**src/rtl/fpu_dispatch_sequencer_if.sv**
```systemverilog
// CPU/BIU/FPU-facing signal bundle for the ESC dispatch sequencer.
// slave is the sequencer side, master the surrounding core/FPU side.
interface fpu_dispatch_sequencer_if;
  logic        issue_valid;
  logic        issue_ready;
  logic [7:0]  issue_opcode;
  logic [7:0]  issue_modrm;
  logic [5:0]  issue_attr;
  logic        opnd_valid;
  logic [79:0] opnd_data;
  logic        res_valid;
  logic [79:0] res_data;
  logic        res_accept;
  logic        fwait_req;
  logic        seq_error;
  logic        cpu_fpu_instr_valid;
  logic [7:0]  cpu_fpu_opcode;
  logic [7:0]  cpu_fpu_modrm;
  logic        cpu_fpu_has_memory_op;
  logic [1:0]  cpu_fpu_operand_size;
  logic        cpu_fpu_is_integer;
  logic        cpu_fpu_is_bcd;
  logic        cpu_fpu_instr_ack;
  logic        cpu_fpu_data_write;
  logic        cpu_fpu_data_read;
  logic [2:0]  cpu_fpu_data_size;
  logic [79:0] cpu_fpu_data_in;
  logic [79:0] cpu_fpu_data_out;
  logic        cpu_fpu_data_ready;
  logic        cpu_fpu_busy;
  logic        cpu_fpu_ready;
  logic        cpu_fpu_wait;
  logic        cpu_fpu_exception;

  modport slave (
    input  issue_valid, issue_opcode, issue_modrm, issue_attr,
    input  opnd_valid, opnd_data, res_accept, fwait_req,
    input  cpu_fpu_instr_ack, cpu_fpu_data_out, cpu_fpu_data_ready,
    input  cpu_fpu_busy, cpu_fpu_ready, cpu_fpu_exception,
    output issue_ready, res_valid, res_data, seq_error,
    output cpu_fpu_instr_valid, cpu_fpu_opcode, cpu_fpu_modrm,
    output cpu_fpu_has_memory_op, cpu_fpu_operand_size,
    output cpu_fpu_is_integer, cpu_fpu_is_bcd,
    output cpu_fpu_data_write, cpu_fpu_data_read, cpu_fpu_data_size,
    output cpu_fpu_data_in, cpu_fpu_wait
  );

  modport master (
    output issue_valid, issue_opcode, issue_modrm, issue_attr,
    output opnd_valid, opnd_data, res_accept, fwait_req,
    output cpu_fpu_instr_ack, cpu_fpu_data_out, cpu_fpu_data_ready,
    output cpu_fpu_busy, cpu_fpu_ready, cpu_fpu_exception,
    input  issue_ready, res_valid, res_data, seq_error,
    input  cpu_fpu_instr_valid, cpu_fpu_opcode, cpu_fpu_modrm,
    input  cpu_fpu_has_memory_op, cpu_fpu_operand_size,
    input  cpu_fpu_is_integer, cpu_fpu_is_bcd,
    input  cpu_fpu_data_write, cpu_fpu_data_read, cpu_fpu_data_size,
    input  cpu_fpu_data_in, cpu_fpu_wait
  );
endinterface

```
**src/rtl/fpu_dispatch_sequencer.sv**
```systemverilog
// Sequences decoded ESC instructions, operands, store results and
// FWAIT between the CPU core, the BIU and the FPU interface.
module fpu_dispatch_sequencer #(
  parameter int ACK_TIMEOUT = 255
) (
  input logic                    clk,
  input logic                    reset_n,
  fpu_dispatch_sequencer_if.slave bus
);
  localparam int CW = (ACK_TIMEOUT > 255) ? $clog2(ACK_TIMEOUT + 1) : 8;

  localparam logic [2:0] S_IDLE   = 3'd0;
  localparam logic [2:0] S_SEND   = 3'd1;
  localparam logic [2:0] S_OPND   = 3'd2;
  localparam logic [2:0] S_WRITE  = 3'd3;
  localparam logic [2:0] S_RESULT = 3'd4;
  localparam logic [2:0] S_READ   = 3'd5;
  localparam logic [2:0] S_HOLD   = 3'd6;
  localparam logic [2:0] S_FWAIT  = 3'd7;

  logic [2:0]    r_state;
  logic [2:0]    w_nxt;
  logic [CW-1:0] r_cnt;
  logic          r_err;
  logic [7:0]    r_op;
  logic [7:0]    r_modrm;
  logic [5:0]    r_attr;
  logic [79:0]   r_din;
  logic [79:0]   r_res;
  logic          w_cnt_en;
  logic          w_to;
  logic          w_abort;

  assign w_cnt_en = (r_state == S_SEND) || (r_state == S_RESULT) ||
                    (r_state == S_FWAIT);
  assign w_to     = w_cnt_en && (r_cnt == CW'(ACK_TIMEOUT - 1));

  always_comb begin
    w_nxt   = r_state;
    w_abort = 1'b0;
    case (r_state)
      S_IDLE: begin
        if (bus.issue_valid)    w_nxt = S_SEND;
        else if (bus.fwait_req) w_nxt = S_FWAIT;
      end
      S_SEND: begin
        if (bus.cpu_fpu_instr_ack) begin
          if (r_attr[0])      w_nxt = S_OPND;
          else if (r_attr[5]) w_nxt = S_RESULT;
          else                w_nxt = S_IDLE;
        end else if (w_to) begin
          w_nxt   = S_IDLE;
          w_abort = 1'b1;
        end
      end
      S_OPND:  if (bus.opnd_valid) w_nxt = S_WRITE;
      S_WRITE: w_nxt = S_IDLE;
      S_RESULT: begin
        if (bus.cpu_fpu_data_ready) begin
          w_nxt = S_READ;
        end else if (w_to) begin
          w_nxt   = S_IDLE;
          w_abort = 1'b1;
        end
      end
      S_READ:  w_nxt = S_HOLD;
      S_HOLD:  if (bus.res_accept) w_nxt = S_IDLE;
      S_FWAIT: begin
        // An unmasked exception releases the core without waiting.
        if (bus.cpu_fpu_exception ||
            (bus.cpu_fpu_ready && !bus.cpu_fpu_busy)) begin
          w_nxt = S_IDLE;
        end else if (w_to) begin
          w_nxt   = S_IDLE;
          w_abort = 1'b1;
        end
      end
      default: w_nxt = S_IDLE;
    endcase
  end

  always_ff @(posedge clk or negedge reset_n) begin
    if (!reset_n) begin
      r_state <= S_IDLE;
      r_cnt   <= '0;
      r_err   <= 1'b0;
      r_op    <= '0;
      r_modrm <= '0;
      r_attr  <= '0;
      r_din   <= '0;
      r_res   <= '0;
    end else begin
      r_state <= w_nxt;
      r_err   <= w_abort;
      if (w_cnt_en && (w_nxt == r_state)) r_cnt <= r_cnt + 1'b1;
      else                               r_cnt <= '0;
      if ((r_state == S_IDLE) && bus.issue_valid) begin
        r_op    <= bus.issue_opcode;
        r_modrm <= bus.issue_modrm;
        r_attr  <= bus.issue_attr;
      end
      if ((r_state == S_OPND) && bus.opnd_valid) r_din <= bus.opnd_data;
      if (r_state == S_READ) r_res <= bus.cpu_fpu_data_out;
    end
  end

  assign bus.issue_ready           = (r_state == S_IDLE);
  assign bus.cpu_fpu_instr_valid   = (r_state == S_SEND);
  assign bus.cpu_fpu_data_write    = (r_state == S_WRITE);
  assign bus.cpu_fpu_data_read     = (r_state == S_READ);
  assign bus.res_valid             = (r_state == S_HOLD);
  assign bus.cpu_fpu_wait          = (r_state == S_FWAIT);
  assign bus.seq_error             = r_err;
  assign bus.res_data              = r_res;
  assign bus.cpu_fpu_data_in       = r_din;
  assign bus.cpu_fpu_opcode        = r_op;
  assign bus.cpu_fpu_modrm         = r_modrm;
  assign bus.cpu_fpu_has_memory_op = r_attr[0];
  assign bus.cpu_fpu_operand_size  = r_attr[2:1];
  assign bus.cpu_fpu_is_integer    = r_attr[3];
  assign bus.cpu_fpu_is_bcd        = r_attr[4];
  assign bus.cpu_fpu_data_size     = r_attr[4] ? 3'd4 : {1'b0, r_attr[2:1]};
endmodule

```
**src/flat_wrapper.sv**
```systemverilog
// flat-port wrapper written by rule: the top's interface ports become plain ports
module fpu_dispatch_sequencer_flat 
#(
  parameter int ACK_TIMEOUT = 255
)
  (clk, reset_n, bus_issue_valid, bus_issue_opcode, bus_issue_modrm, bus_issue_attr, bus_opnd_valid, bus_opnd_data, bus_res_accept, bus_fwait_req, bus_cpu_fpu_instr_ack, bus_cpu_fpu_data_out, bus_cpu_fpu_data_ready, bus_cpu_fpu_busy, bus_cpu_fpu_ready, bus_cpu_fpu_exception, bus_issue_ready, bus_res_valid, bus_res_data, bus_seq_error, bus_cpu_fpu_instr_valid, bus_cpu_fpu_opcode, bus_cpu_fpu_modrm, bus_cpu_fpu_has_memory_op, bus_cpu_fpu_operand_size, bus_cpu_fpu_is_integer, bus_cpu_fpu_is_bcd, bus_cpu_fpu_data_write, bus_cpu_fpu_data_read, bus_cpu_fpu_data_size, bus_cpu_fpu_data_in, bus_cpu_fpu_wait);
  fpu_dispatch_sequencer_if bus_i ();
  input logic clk;
  input logic reset_n;
  input wire logic [$bits(bus_i.issue_valid)-1:0] bus_issue_valid;
  input wire logic [$bits(bus_i.issue_opcode)-1:0] bus_issue_opcode;
  input wire logic [$bits(bus_i.issue_modrm)-1:0] bus_issue_modrm;
  input wire logic [$bits(bus_i.issue_attr)-1:0] bus_issue_attr;
  input wire logic [$bits(bus_i.opnd_valid)-1:0] bus_opnd_valid;
  input wire logic [$bits(bus_i.opnd_data)-1:0] bus_opnd_data;
  input wire logic [$bits(bus_i.res_accept)-1:0] bus_res_accept;
  input wire logic [$bits(bus_i.fwait_req)-1:0] bus_fwait_req;
  input wire logic [$bits(bus_i.cpu_fpu_instr_ack)-1:0] bus_cpu_fpu_instr_ack;
  input wire logic [$bits(bus_i.cpu_fpu_data_out)-1:0] bus_cpu_fpu_data_out;
  input wire logic [$bits(bus_i.cpu_fpu_data_ready)-1:0] bus_cpu_fpu_data_ready;
  input wire logic [$bits(bus_i.cpu_fpu_busy)-1:0] bus_cpu_fpu_busy;
  input wire logic [$bits(bus_i.cpu_fpu_ready)-1:0] bus_cpu_fpu_ready;
  input wire logic [$bits(bus_i.cpu_fpu_exception)-1:0] bus_cpu_fpu_exception;
  output wire logic [$bits(bus_i.issue_ready)-1:0] bus_issue_ready;
  output wire logic [$bits(bus_i.res_valid)-1:0] bus_res_valid;
  output wire logic [$bits(bus_i.res_data)-1:0] bus_res_data;
  output wire logic [$bits(bus_i.seq_error)-1:0] bus_seq_error;
  output wire logic [$bits(bus_i.cpu_fpu_instr_valid)-1:0] bus_cpu_fpu_instr_valid;
  output wire logic [$bits(bus_i.cpu_fpu_opcode)-1:0] bus_cpu_fpu_opcode;
  output wire logic [$bits(bus_i.cpu_fpu_modrm)-1:0] bus_cpu_fpu_modrm;
  output wire logic [$bits(bus_i.cpu_fpu_has_memory_op)-1:0] bus_cpu_fpu_has_memory_op;
  output wire logic [$bits(bus_i.cpu_fpu_operand_size)-1:0] bus_cpu_fpu_operand_size;
  output wire logic [$bits(bus_i.cpu_fpu_is_integer)-1:0] bus_cpu_fpu_is_integer;
  output wire logic [$bits(bus_i.cpu_fpu_is_bcd)-1:0] bus_cpu_fpu_is_bcd;
  output wire logic [$bits(bus_i.cpu_fpu_data_write)-1:0] bus_cpu_fpu_data_write;
  output wire logic [$bits(bus_i.cpu_fpu_data_read)-1:0] bus_cpu_fpu_data_read;
  output wire logic [$bits(bus_i.cpu_fpu_data_size)-1:0] bus_cpu_fpu_data_size;
  output wire logic [$bits(bus_i.cpu_fpu_data_in)-1:0] bus_cpu_fpu_data_in;
  output wire logic [$bits(bus_i.cpu_fpu_wait)-1:0] bus_cpu_fpu_wait;
  assign bus_i.issue_valid = bus_issue_valid;
  assign bus_i.issue_opcode = bus_issue_opcode;
  assign bus_i.issue_modrm = bus_issue_modrm;
  assign bus_i.issue_attr = bus_issue_attr;
  assign bus_i.opnd_valid = bus_opnd_valid;
  assign bus_i.opnd_data = bus_opnd_data;
  assign bus_i.res_accept = bus_res_accept;
  assign bus_i.fwait_req = bus_fwait_req;
  assign bus_i.cpu_fpu_instr_ack = bus_cpu_fpu_instr_ack;
  assign bus_i.cpu_fpu_data_out = bus_cpu_fpu_data_out;
  assign bus_i.cpu_fpu_data_ready = bus_cpu_fpu_data_ready;
  assign bus_i.cpu_fpu_busy = bus_cpu_fpu_busy;
  assign bus_i.cpu_fpu_ready = bus_cpu_fpu_ready;
  assign bus_i.cpu_fpu_exception = bus_cpu_fpu_exception;
  assign bus_issue_ready = bus_i.issue_ready;
  assign bus_res_valid = bus_i.res_valid;
  assign bus_res_data = bus_i.res_data;
  assign bus_seq_error = bus_i.seq_error;
  assign bus_cpu_fpu_instr_valid = bus_i.cpu_fpu_instr_valid;
  assign bus_cpu_fpu_opcode = bus_i.cpu_fpu_opcode;
  assign bus_cpu_fpu_modrm = bus_i.cpu_fpu_modrm;
  assign bus_cpu_fpu_has_memory_op = bus_i.cpu_fpu_has_memory_op;
  assign bus_cpu_fpu_operand_size = bus_i.cpu_fpu_operand_size;
  assign bus_cpu_fpu_is_integer = bus_i.cpu_fpu_is_integer;
  assign bus_cpu_fpu_is_bcd = bus_i.cpu_fpu_is_bcd;
  assign bus_cpu_fpu_data_write = bus_i.cpu_fpu_data_write;
  assign bus_cpu_fpu_data_read = bus_i.cpu_fpu_data_read;
  assign bus_cpu_fpu_data_size = bus_i.cpu_fpu_data_size;
  assign bus_cpu_fpu_data_in = bus_i.cpu_fpu_data_in;
  assign bus_cpu_fpu_wait = bus_i.cpu_fpu_wait;
  fpu_dispatch_sequencer #(.ACK_TIMEOUT(ACK_TIMEOUT)) u_core (.clk(clk), .reset_n(reset_n), .bus(bus_i));
endmodule
```
**config.mk**
```make
export PLATFORM = sky130hd
export DESIGN_NAME = fpu_dispatch_sequencer_flat
export DESIGN_NICKNAME = d
export VERILOG_FILES = /design/src/rtl/fpu_dispatch_sequencer_if.sv /design/src/rtl/fpu_dispatch_sequencer.sv /design/src/flat_wrapper.sv
export SDC_FILE = /design/constraint.sdc
export NUM_CORES = 1
export LEC_CHECK = 0
export ABC_AREA = 1
export BUFFER_PORTS_ARGS = -buffer_cell sky130_fd_sc_hd__buf_2
export CAP_MARGIN = 20
export CORE_ASPECT_RATIO = 1.2
export CORE_MARGIN = 2
export CORE_UTILIZATION = 35
export CTS_BUF_LIST = sky130_fd_sc_hd__clkbuf_4 sky130_fd_sc_hd__clkbuf_8 sky130_fd_sc_hd__clkbuf_16
export DETAILED_ROUTE_END_ITERATION = 10
export PLACE_DENSITY = 0.7
export REMOVE_ABC_BUFFERS = 1
export SETUP_SLACK_MARGIN = 0.2
export SYNTH_ARGS = -nofsm -noshare
export SYNTH_HDL_FRONTEND = slang
export SYNTH_SLANG_ARGS = --single-unit
```
**constraint.sdc**
```tcl
create_clock -name clk -period 1.56 [get_ports clk]
set_clock_uncertainty 0.1 [all_clocks]
set_input_delay 0.234 -clock clk [delete_from_list [all_inputs] [get_ports clk]]
set_output_delay 0.234 -clock clk [all_outputs]
set_load 0.02 [all_outputs]
```
After elaboration in Yosys (flattened, before gate mapping)
Index checks and enable logic that the tools add are counted.
Widths: inputs -> output; s select.
{"block": "op_classes", "reduce_logical": 10, "addsub": 1, "mux": 18, "n_eq_ne": 9}
{"op": "$mux 3", "n": 11}
{"op": "$pmux 3 s8", "n": 1}
{"op": "$eq 3x3->1 const B", "n": 4}
{"op": "$add 8x1->8 const B", "n": 1}
{"op": "$eq 8x8->1 const B", "n": 1}
{"op": "$mux 8", "n": 1}
{"op": "$eq 3x2->1 const B", "n": 2}
{"op": "$logic_and 1x1->1", "n": 5}
{"op": "$mux 1", "n": 4}
{"op": "$eq 3x1->1 const B", "n": 1}
{"op": "$eq 3x3->1", "n": 1}
{"op": "$logic_not 3->1", "n": 1}
{"op": "$logic_or 1x1->1", "n": 3}
{"op": "$pmux 1 s3", "n": 1}
{"op": "$logic_not 1->1", "n": 1}
{"block": "totals", "ff_bits": 194, "wordCells": 46, "inputBits": 193, "output_inout_bits": 191}

Logic depth before layout (Yosys ltp)
Gate-level depths: netlist (run 1).
{"block": "logic_depth", "depth_word": 10, "ltp_mapped": 12, "mapped_depth_nobuf": 11}

Worst setup path after synthesis (run 1)
No wires, ideal clock.
{"block": "synth_timing", "path_type": "register -> register", "startpoint": "reg u_core.r_state[0]", "endpoint": "reg u_core.r_modrm[0] (netlist: u_core.bus.cpu_fpu_modrm[0])", "stages_incl_launch_ff": 8, "required_time_ns": 1.335, "synth_period_minus_slack_ns": 1.719, "arrival_ns": 1.495, "setup_slack_ns": -0.159, "setup_time_ns": 0.125, "n_path_buf": 2, "path_cell_list": "dfrtp_1 -> buf_4 -> nor2_1 -> inv_1 -> nor2_4 -> nand2_2 -> buf_2 -> mux2_2"}
{"block": "synth_via", "elab_chain_len": 2}
{"item": "start, declared", "line": "fpu_dispatch_sequencer.sv:21", "text": "logic [2:0] r_state;"}
{"item": "start signal, assigned", "line": "fpu_dispatch_sequencer.sv:93", "text": "r_state <= w_nxt;"}
{"item": "$logic_not 3->1"}
{"item": "named net bus_issue_ready", "line": "flat_wrapper.sv:24", "text": "output wire logic [$bits(bus_i.issue_ready)-1:0] bus_issue_ready;"}
{"item": "$logic_and 1x1->1", "line": "fpu_dispatch_sequencer.sv:97", "text": "if ((r_state == S_IDLE) && bus.issue_valid) begin"}
{"item": "end signal, assigned", "line": "fpu_dispatch_sequencer.sv:99", "text": "r_modrm <= bus.issue_modrm;"}
{"item": "end, declared", "line": "fpu_dispatch_sequencer.sv:26", "text": "logic [7:0] r_modrm;"}
The timed path passes the listed nets, and every way through them passes these cells.
A chain may end at the register's enable or synchronous reset.

Worst setup path after layout (run 1)
{"block": "layout_timing", "startpoint": "reg u_core.r_state[0]", "endpoint": "reg u_core.r_din[16] (netlist: u_core.bus.cpu_fpu_data_in[16])"}
{"block": "layout_via", "elab_chain_len": 2}
{"item": "$eq 3x2->1", "line": "fpu_dispatch_sequencer.sv:102", "text": "if ((r_state == S_OPND) && bus.opnd_valid) r_din <= bus.opnd_data;"}
{"item": "$logic_and 1x1->1", "line": "fpu_dispatch_sequencer.sv:102"}
{"item": "end signal, assigned", "line": "fpu_dispatch_sequencer.sv:102"}
{"item": "end, declared", "line": "fpu_dispatch_sequencer.sv:28", "text": "logic [79:0] r_din;"}
Every way passes these cells.

==> metrics.csv, run 1 <==
stage;metric;value;unit
status;status;finished with violations;
status;violations;negative setup slack;
setup_path;crit_buf_inv;6;
detailed_routing;ant_nets;0;
detailed_routing;wirelength;38.83;mm
setup_path;crit_type;flop to flop;
sta;period_needed;1.870;ns
finish;area_growth;108.5;%
grt;top_usage_layer;met2;
finish;instances_no_fill;1839;
setup_path;slowest_delay;0.44;ns
grt;grt.met1_usage;0.3050;
detailed_routing;drc;0;
clock_tree;cts_buffers;17;
sta;setup_slack;-0.3095;ns
min_path;hold_path.class;primary input to flop;
finish;regArea;4858;sq um
synth;ys_ff_latch;194;
placed_design;place_hpwl;16.41;mm
finish;multi_input_area;3552;sq um
detailed_routing;routed_via_density;5.041;
setup_path;critPathLaunchType;flop;
clock_tree;cts_tree;done;
placed_design;dp_cells;1506;
finish;drive_above_1_share;0.5528;
synth;synth_area;7625;sq um
floorplanning;core-area;21560;sq um
sta;timing.fmax;0.5349;GHz
power_and_ir_drop;peakVddDrop;1.377;mV
sta;rsz0062_at_grt;yes;
synth;synthCells;839;
grt;antenna_found_initial;3;
setup_path;worstPathMaxFanout;7;
clock_tree;cts_buffer_depth;2;
setup_path;cp-end-kind;flop;
clock_tree;cts_root_buffer;clkbuf_16;
detailed_routing;wl_per_cell;21.12;microns
synth;avgSynthCellArea;9.088;sq um
grt;grtUsageTotal;0.2852;
floorplanning;fp-row-count;59;
power_and_ir_drop;power.leakage;8.690;nW
setup_path;required;1.77;ns
sta;worstMarginPinSlew;0.3785;ns
job;cap_violations;0;
floorplanning;io_pins;384;
power_and_ir_drop;power_density;1993;nW/um^2
detailed_routing;firstDrtPassIters;5;
setup_path;path_cells;buf_12 -> buf_6 -> nor3_4 -> buf_12 -> buf_12 -> inv_16 -> clkbuf_16 -> nand2_1 -> nand2_1;
clock_tree;clock_sinks;194;
floorplanning;start_util;0.3537;
setup_path;cp.arrival;2.08;ns
placed_design;place_congestion;0.9011;
placed_design;place_ws;-0.1603;ns
setup_path;path_delay_family;buffers and inverters;
detailed_routing;drt_iter0_drc;562;
floorplanning;dieHeight;165.7;microns
floorplanning;die_area;22990;sq um
floorplanning;die_width;138.7;microns
finish;fin_nets;1746;
clock_tree;clock_latency;0.43;ns
grt;grt_pass1_vias;9532;
finish;fillers;1212;
grt;use_met3;0.07083;
grt;grt_overflow;0;
setup_path;path_common_cell;buf_12;
sta;hold_viol;0;
clock_tree;clk_pin_slew;0.07;ns
grt;grt_max_degree;36;
sta;holdWs;0.05219;ns
sta;timing.final.crit_share;1.198;
detailed_routing;via_count;9271;
sta;finalSetupViolations;196;
synth;yosys_warnings;0;
grt;grtUsageMet2;0.5043;
clock_tree;htreeDepth;4;
placed_design;port_buffers;383;
synth;synth.distinct_cells;28;
sta;drv_slew;0;
sta;relSlewSlack;0.7476;
synth;synth_seq_area_share;0.6367;
setup_path;cpMaxStageDelayCell;dfrtp_2;
grt;grt_first_pass_wirelength;51.18;mm
==> routing by layer <==
metal	part of all wire	wire, microns
met5	0.00033	13
met4	0.075	2903
met3	0.082	3198
met2	0.51	19850
met1	0.33	12870
==> synthesized netlist by cell type (all sizes together) <==
master,number,area share
nor3,12,0.015
nand3,11,0.0095
a31o,1,0.0011
xor2,2,0.0023
buf,14,0.0097
o21ai,4,0.0026
a21oi,7,0.0046
clkbuf,25,0.012
inv,23,0.011
a31oi,1,0.00082
dfrtp,194,0.64
mux2,19,0.028
nand4,2,0.0016
nor2,12,0.0069
o21bai,1,0.00098
ha,2,0.0033
nor2b,1,0.00082
xnor2,3,0.0034
nand2,505,0.25
==> sequential cells by signal, summed over array words and instances, names as in the netlist <==
register and count:
u_core.bus.cpu_fpu_data_in 80, u_core.bus.res_data 80, u_core.bus.cpu_fpu_modrm 8, u_core.bus.cpu_fpu_opcode 8, u_core.r_cnt 8, u_core.r_attr 6, u_core.r_state 3, u_core.bus.seq_error 1
==> worst reg2reg max path, delay by kind of cell (launching register included) <==
family / cells / cell delay [ns]
buffers and inverters: 6 / 0.82
flip-flops: 1 / 0.44
AND/OR/NAND/NOR: 3 / 0.42
==> where the power goes <==
part           total (W)  internal [W]  leakage (nW)  switching [W]
Combinational     0.0185       0.00833          6.02         0.0101
Sequential       0.00903       0.00734          2.41        0.00169
Clock            0.00419       0.00213         0.257        0.00205
==> worst paths after layout <==
kind,from,endpoint,slack [ns],depth (start not counted)
max in group asynchronous,reset_n,u_core.bus.res_data[32],0.54,3
min reg2reg,u_core.bus.cpu_fpu_data_in[26],u_core.bus.cpu_fpu_data_in[26],0.37,2
min,bus_cpu_fpu_exception,u_core.r_state[1],0.05,4
max,u_core.r_state[0],u_core.bus.cpu_fpu_data_in[16],-0.31,9
max reg2reg,u_core.r_state[0],u_core.bus.cpu_fpu_data_in[16],-0.31,9
min in group asynchronous,reset_n,u_core.bus.cpu_fpu_opcode[4],0.24,2
==> layout make-up <==
type,count,share of cell area
Clock inverter,12,0.006455
Multi-Input combinational cell,583,0.2235
Antenna cell,2,0.0003149
Inverter,23,0.006612
Timing Repair Buffer,731,0.4066
Timing Repair inverter,1,0.001259
Sequential cell,194,0.3057
Tap cell,274,0.02157
Clock buffer,19,0.02810
==> cell usage in the layout, fill, tap and decap left out, drive strengths merged <==
master / Yosys / layout
a31oi: 1 / 1
o21ai: 4 / 4
clkbuf: 25 / 26
ha: 2 / 2
xor2: 2 / 2
a31o: 1 / 1
dlygate4sd3: 0 / 183
clkinvlp: 0 / 5
bufbuf: 0 / 3
o21bai: 1 / 1
nor2: 12 / 12
clkinv: 0 / 3
inv: 23 / 28
dfrtp: 194 / 194
nand4: 2 / 2
nor2b: 1 / 1
mux2: 19 / 19
diode: 0 / 2
xnor2: 3 / 3
nand2: 505 / 505
nand3: 11 / 11
nor3: 12 / 12
buf: 14 / 538
a21oi: 7 / 7
==> kinds of logic after synthesis <==
kind of cell / after synthesis / share of synthesized area
xor gates and xnor gates: 5 / 0.005744
buffers and inverters: 62 / 0.03331
DFF: 194 / 0.6367
and+or+nand+nor: 543 / 0.2827
adders and majority gates: 2 / 0.003281
muxes: 19 / 0.02806
AOI/OAI and AO/OA: 14 / 0.01017
==> repair_timing <==
item                                    in CTS  in global routing
cloned                                      32                  6
endpoints found under the hold margin      345                  0
gates resized for setup                    239                257
pin swaps                                   25                 32
endpoints found under the setup margin     210                263
hold buffers                               183                  0
buffers inserted                            25                 54
==> through the flow <==
stage                     utilization  area (sq um)  power [W]  setup TNS, ns
after floorplan                     -          7457    0.01484        -335.42
after global routing           0.7374         15900    0.03298         -42.45
after global placement         0.4743         10220    0.01916         -4.188
after CTS                      0.6718         14480    0.02765         -25.29
after detailed placement       0.4743         10220    0.01939         -7.881
final                          0.7374         15900    0.03168         -31.67
Note: power is estimated with default switching activity, not from simulation.
==> run 2, diff against run 1 <==
--- a/config.mk
+++ b/config.mk
@@ -10,10 +10,10 @@
 export CAP_MARGIN = 20
 export CORE_ASPECT_RATIO = 1.2
 export CORE_MARGIN = 2
-export CORE_UTILIZATION = 35
+export CORE_UTILIZATION = 30
 export CTS_BUF_LIST = sky130_fd_sc_hd__clkbuf_4 sky130_fd_sc_hd__clkbuf_8 sky130_fd_sc_hd__clkbuf_16
 export DETAILED_ROUTE_END_ITERATION = 10
-export PLACE_DENSITY = 0.7
+export PLACE_DENSITY = 0.63
 export REMOVE_ABC_BUFFERS = 1
 export SETUP_SLACK_MARGIN = 0.2
 export SYNTH_ARGS = -nofsm -noshare
==> constraint.sdc (replaced) <==
create_clock -name clk -period 1.56 [get_ports clk]
set_clock_uncertainty 0.1 [all_clocks]
set_input_delay 0.078 -clock clk [delete_from_list [all_inputs] [get_ports clk]]
set_output_delay 0.078 -clock clk [all_outputs]
set_load 0.02 [all_outputs]
==> run 2 against run 1 <==
  * The flow still finishes with violations (negative setup slack)
  * Worst hold slack gained 0.042 ns
  * Critical path type unchanged
  * Critical path depth grew 1
  * Critical endpoint is now u_core.bus.res_data[10]
  * Routed wire length shrank 7.3%
==> metrics.csv, run 2 (synthesis results as in run 1) <==
stage;metric;value;unit;change
status;status;finished with violations;;
status;violations;negative setup slack;;
sta;setup_slack;-0.2764;ns;+0.03311 ns
sta;worstMarginPinSlew;0.5186;ns;+0.1401 ns
setup_path;critPathLaunchType;flop;;
setup_path;crit_start;u_core.r_state[2];;
power_and_ir_drop;p_clk_frac;0.147;;+0.015
floorplanning;core-area;24830;sq um;+15%
finish;area_growth;106.6;%;
floorplanning;dieHeight;178.6;microns;+7.8%
clock_tree;clock_sinks;194;;unchanged
finish;instances_no_fill;1852;;+0.71%
floorplanning;io_pins;384;;unchanged
sta;period_needed;1.836;ns;-0.03311 ns
placed_design;place_hpwl;16.67;mm;+1.6%
setup_path;regToRegEndpoint;u_core.bus.res_data[10];;
detailed_routing;routed_via_density;4.781;;-5.2%
sta;hold_viol;0;;unchanged
power_and_ir_drop;pwr-share-seq;0.301;;+0.016
clock_tree;cts_root_buffer;clkbuf_16;;
floorplanning;die_width;149.5;microns;+7.8%
setup_path;worstPathMaxFanout;12;;+5
power_and_ir_drop;comb_power_share;0.552;;-0.031
finish;final_common_cell;buf_2;;
finish;layout_common_cells;375 x buf_2, 208 x nand2_1, 201 x nand2_2;;
placed_design;place_area;10320;sq um;+0.94%
setup_path;cp.arrival;2.04;ns;-0.04 ns
grt;grt_overflow;0;;unchanged
min_path;hold_path.class;primary input to flop;;
clock_tree;cts_buffer_depth;2;;unchanged
placed_design;port_buffers;383;;unchanged
placed_design;place_congestion;0.8720;;-3.2%
finish;final_area;15750;sq um;-0.90%
floorplanning;start_util;0.3071;;-0.04665
detailed_routing;wirelength;36.01;mm;-7.3%
grt;grtUsageTotal;0.2176;;-0.06762
sta;drv_slew;0;;unchanged
sta;rsz0062_at_grt;yes;;
setup_path;crit_type;flop to flop;;
placed_design;dp_cells;1558;;+3.5%
setup_path;cp-end-kind;flop;;
sta;timing.fmax;0.5445;GHz;+1.8%
power_and_ir_drop;peakVddDrop;1.093;mV;-21%
grt;grt_first_pass_wirelength;44.91;mm;-12%
grt;grt_max_degree;53;;+47%
setup_path;endpoint;u_core.bus.res_data[10];;
finish;regArea;4856;sq um;about the same
setup_path;reg2reg_slack;-0.28;ns;+0.03 ns
setup_path;worst_r2r_path_depth;10;;+1
power_and_ir_drop;finalPower;0.03050;W;-3.7%
detailed_routing;wl_per_cell;19.45;microns;-7.9%
grt;grt_pass1_vias;8869;;-7.0%
finish;diodes;0;;-2
job;cap_violations;0;;unchanged
power_and_ir_drop;power.leakage;8.467;nW;-2.6%
power_and_ir_drop;power_density;1937;nW/um^2;-2.8%
finish;multi_input_area;3852;sq um;+8.5%
power_and_ir_drop;p_sw;0.01358;W;-2.2%
floorplanning;fp-row-count;63;;+6.8%
sta;finalSetupViolations;197;;+0.51%
clock_tree;clock_latency;0.44;ns;about the same
setup_path;worstReg2RegStart;u_core.r_state[2];;
grt;antenna_found_initial;0;;-3
placed_design;place_ws;-0.1507;ns;+0.009596 ns
sta;timing.final.crit_share;1.177;;-0.02122
finish;fillers;1691;;+40%
detailed_routing;drc;0;;unchanged
power_and_ir_drop;intPower;0.01692;W;-4.9%
setup_path;required;1.77;ns;about the same
finish;fin_nets;1709;;-2.1%
detailed_routing;firstDrtPassIters;5;;unchanged
sta;holdWs;0.09424;ns;+0.04205 ns
detailed_routing;drt_iter0_drc;428;;-24%
floorplanning;die_area;26710;sq um;+16%
power_and_ir_drop;switching_share;0.4452;;+0.007065
finish;drive_above_1_share;0.5855;;+0.03268
clock_tree;htreeDepth;4;;unchanged
clock_tree;clk_pin_slew;0.07;ns;about the same
clock_tree;cts_buffers;17;;unchanged
detailed_routing;via_count;8855;;-4.5%
clock_tree;cts_tree;done;;
detailed_routing;ant_nets;0;;unchanged
sta;relSlewSlack;0.6543;;-0.09337
run 2: changes by cell type in the layout (fill, tap and decap cells not counted), moves of 5 or more:
cell and change:
nand2_1 -73, nand2_2 +51, buf_4 -50, buf_2 +34
nand2_4 +23, buf_6 -19, clkbuf_16 +12, buf_12 -10
buf_16 -9, dlygate4sd3_1 +5
run 2: critical path: stages, from the launching register on:
cell       delay, ns
dfrtp_2         0.45
buf_6           0.12
buf_6           0.09
nand3_4         0.06
buf_6           0.13
buf_4           0.13
buf_12          0.15
buf_12          0.15
clkbuf_16       0.16
nand2_1         0.07
nand2_1         0.08
run 2: how the worst min path moves through the flow:
stage                              start                            end  slack (ns)  cells after the start
after floorplan                  reset_n  u_core.bus.cpu_fpu_data_in[0]       -0.32                      0
after global placement           reset_n        u_core.bus.res_data[10]       -0.01                      1
after detailed placement         reset_n        u_core.bus.res_data[10]       -0.01                      1
after CTS                 bus_res_accept              u_core.r_state[1]        0.04                      6
after global routing      bus_res_accept              u_core.r_state[1]        0.10                      6
final                     bus_res_accept              u_core.r_state[1]        0.09                      6
run 2: layer usage:
| layer | GRT usage | part of all wire |
|---|---|---|
| met1 | 0.2286 | 0.34 |
| met2 | 0.3951 | 0.52 |
| met3 | 0.05627 | 0.085 |
| met4 | 0.1175 | 0.055 |
| met5 | 0 | 0 |
run 2: power groups by stage:
stage	Clock [W]	Sequential (W)	Combinational, W
global placement	0	0.00851	0.0106
detailed placement	0	0.00856	0.0108
CTS	0.00456	0.00860	0.0134
global route	0.00476	0.00936	0.0178
finish	0.00448	0.00919	0.0168
floorplan	0	0.0113	0.00352
run 2: cell type report:
type | count | share of cell area
Clock inverter | 11 | 0.007546
Clock buffer | 21 | 0.02971
Sequential cell | 194 | 0.3083
Tap cell | 325 | 0.02582
Timing Repair Buffer | 694 | 0.3752
Multi-Input combinational cell | 583 | 0.2446
Inverter | 23 | 0.008102
Timing Repair inverter | 1 | 0.0007149
run 2: stage by stage:
stage / setup TNS [ns] / util
after global placement: -6.586 / 0.4156
after global routing: -42.74 / 0.6344
final: -33.99 / 0.6344
after detailed placement: -9.510 / 0.4156
after CTS: -8.139 / 0.5596
after floorplan: -335.26 / -
run 2: repair_timing:
item / CTS / global route
resized for setup: 140 / 372
buffers inserted: 19 / 12
endpoints found under the setup margin: 200 / 201
hold buffers: 188 / 0
cloned: 19 / 24
pin swaps: 34 / 100
hold endpoints to repair: 380 / 0
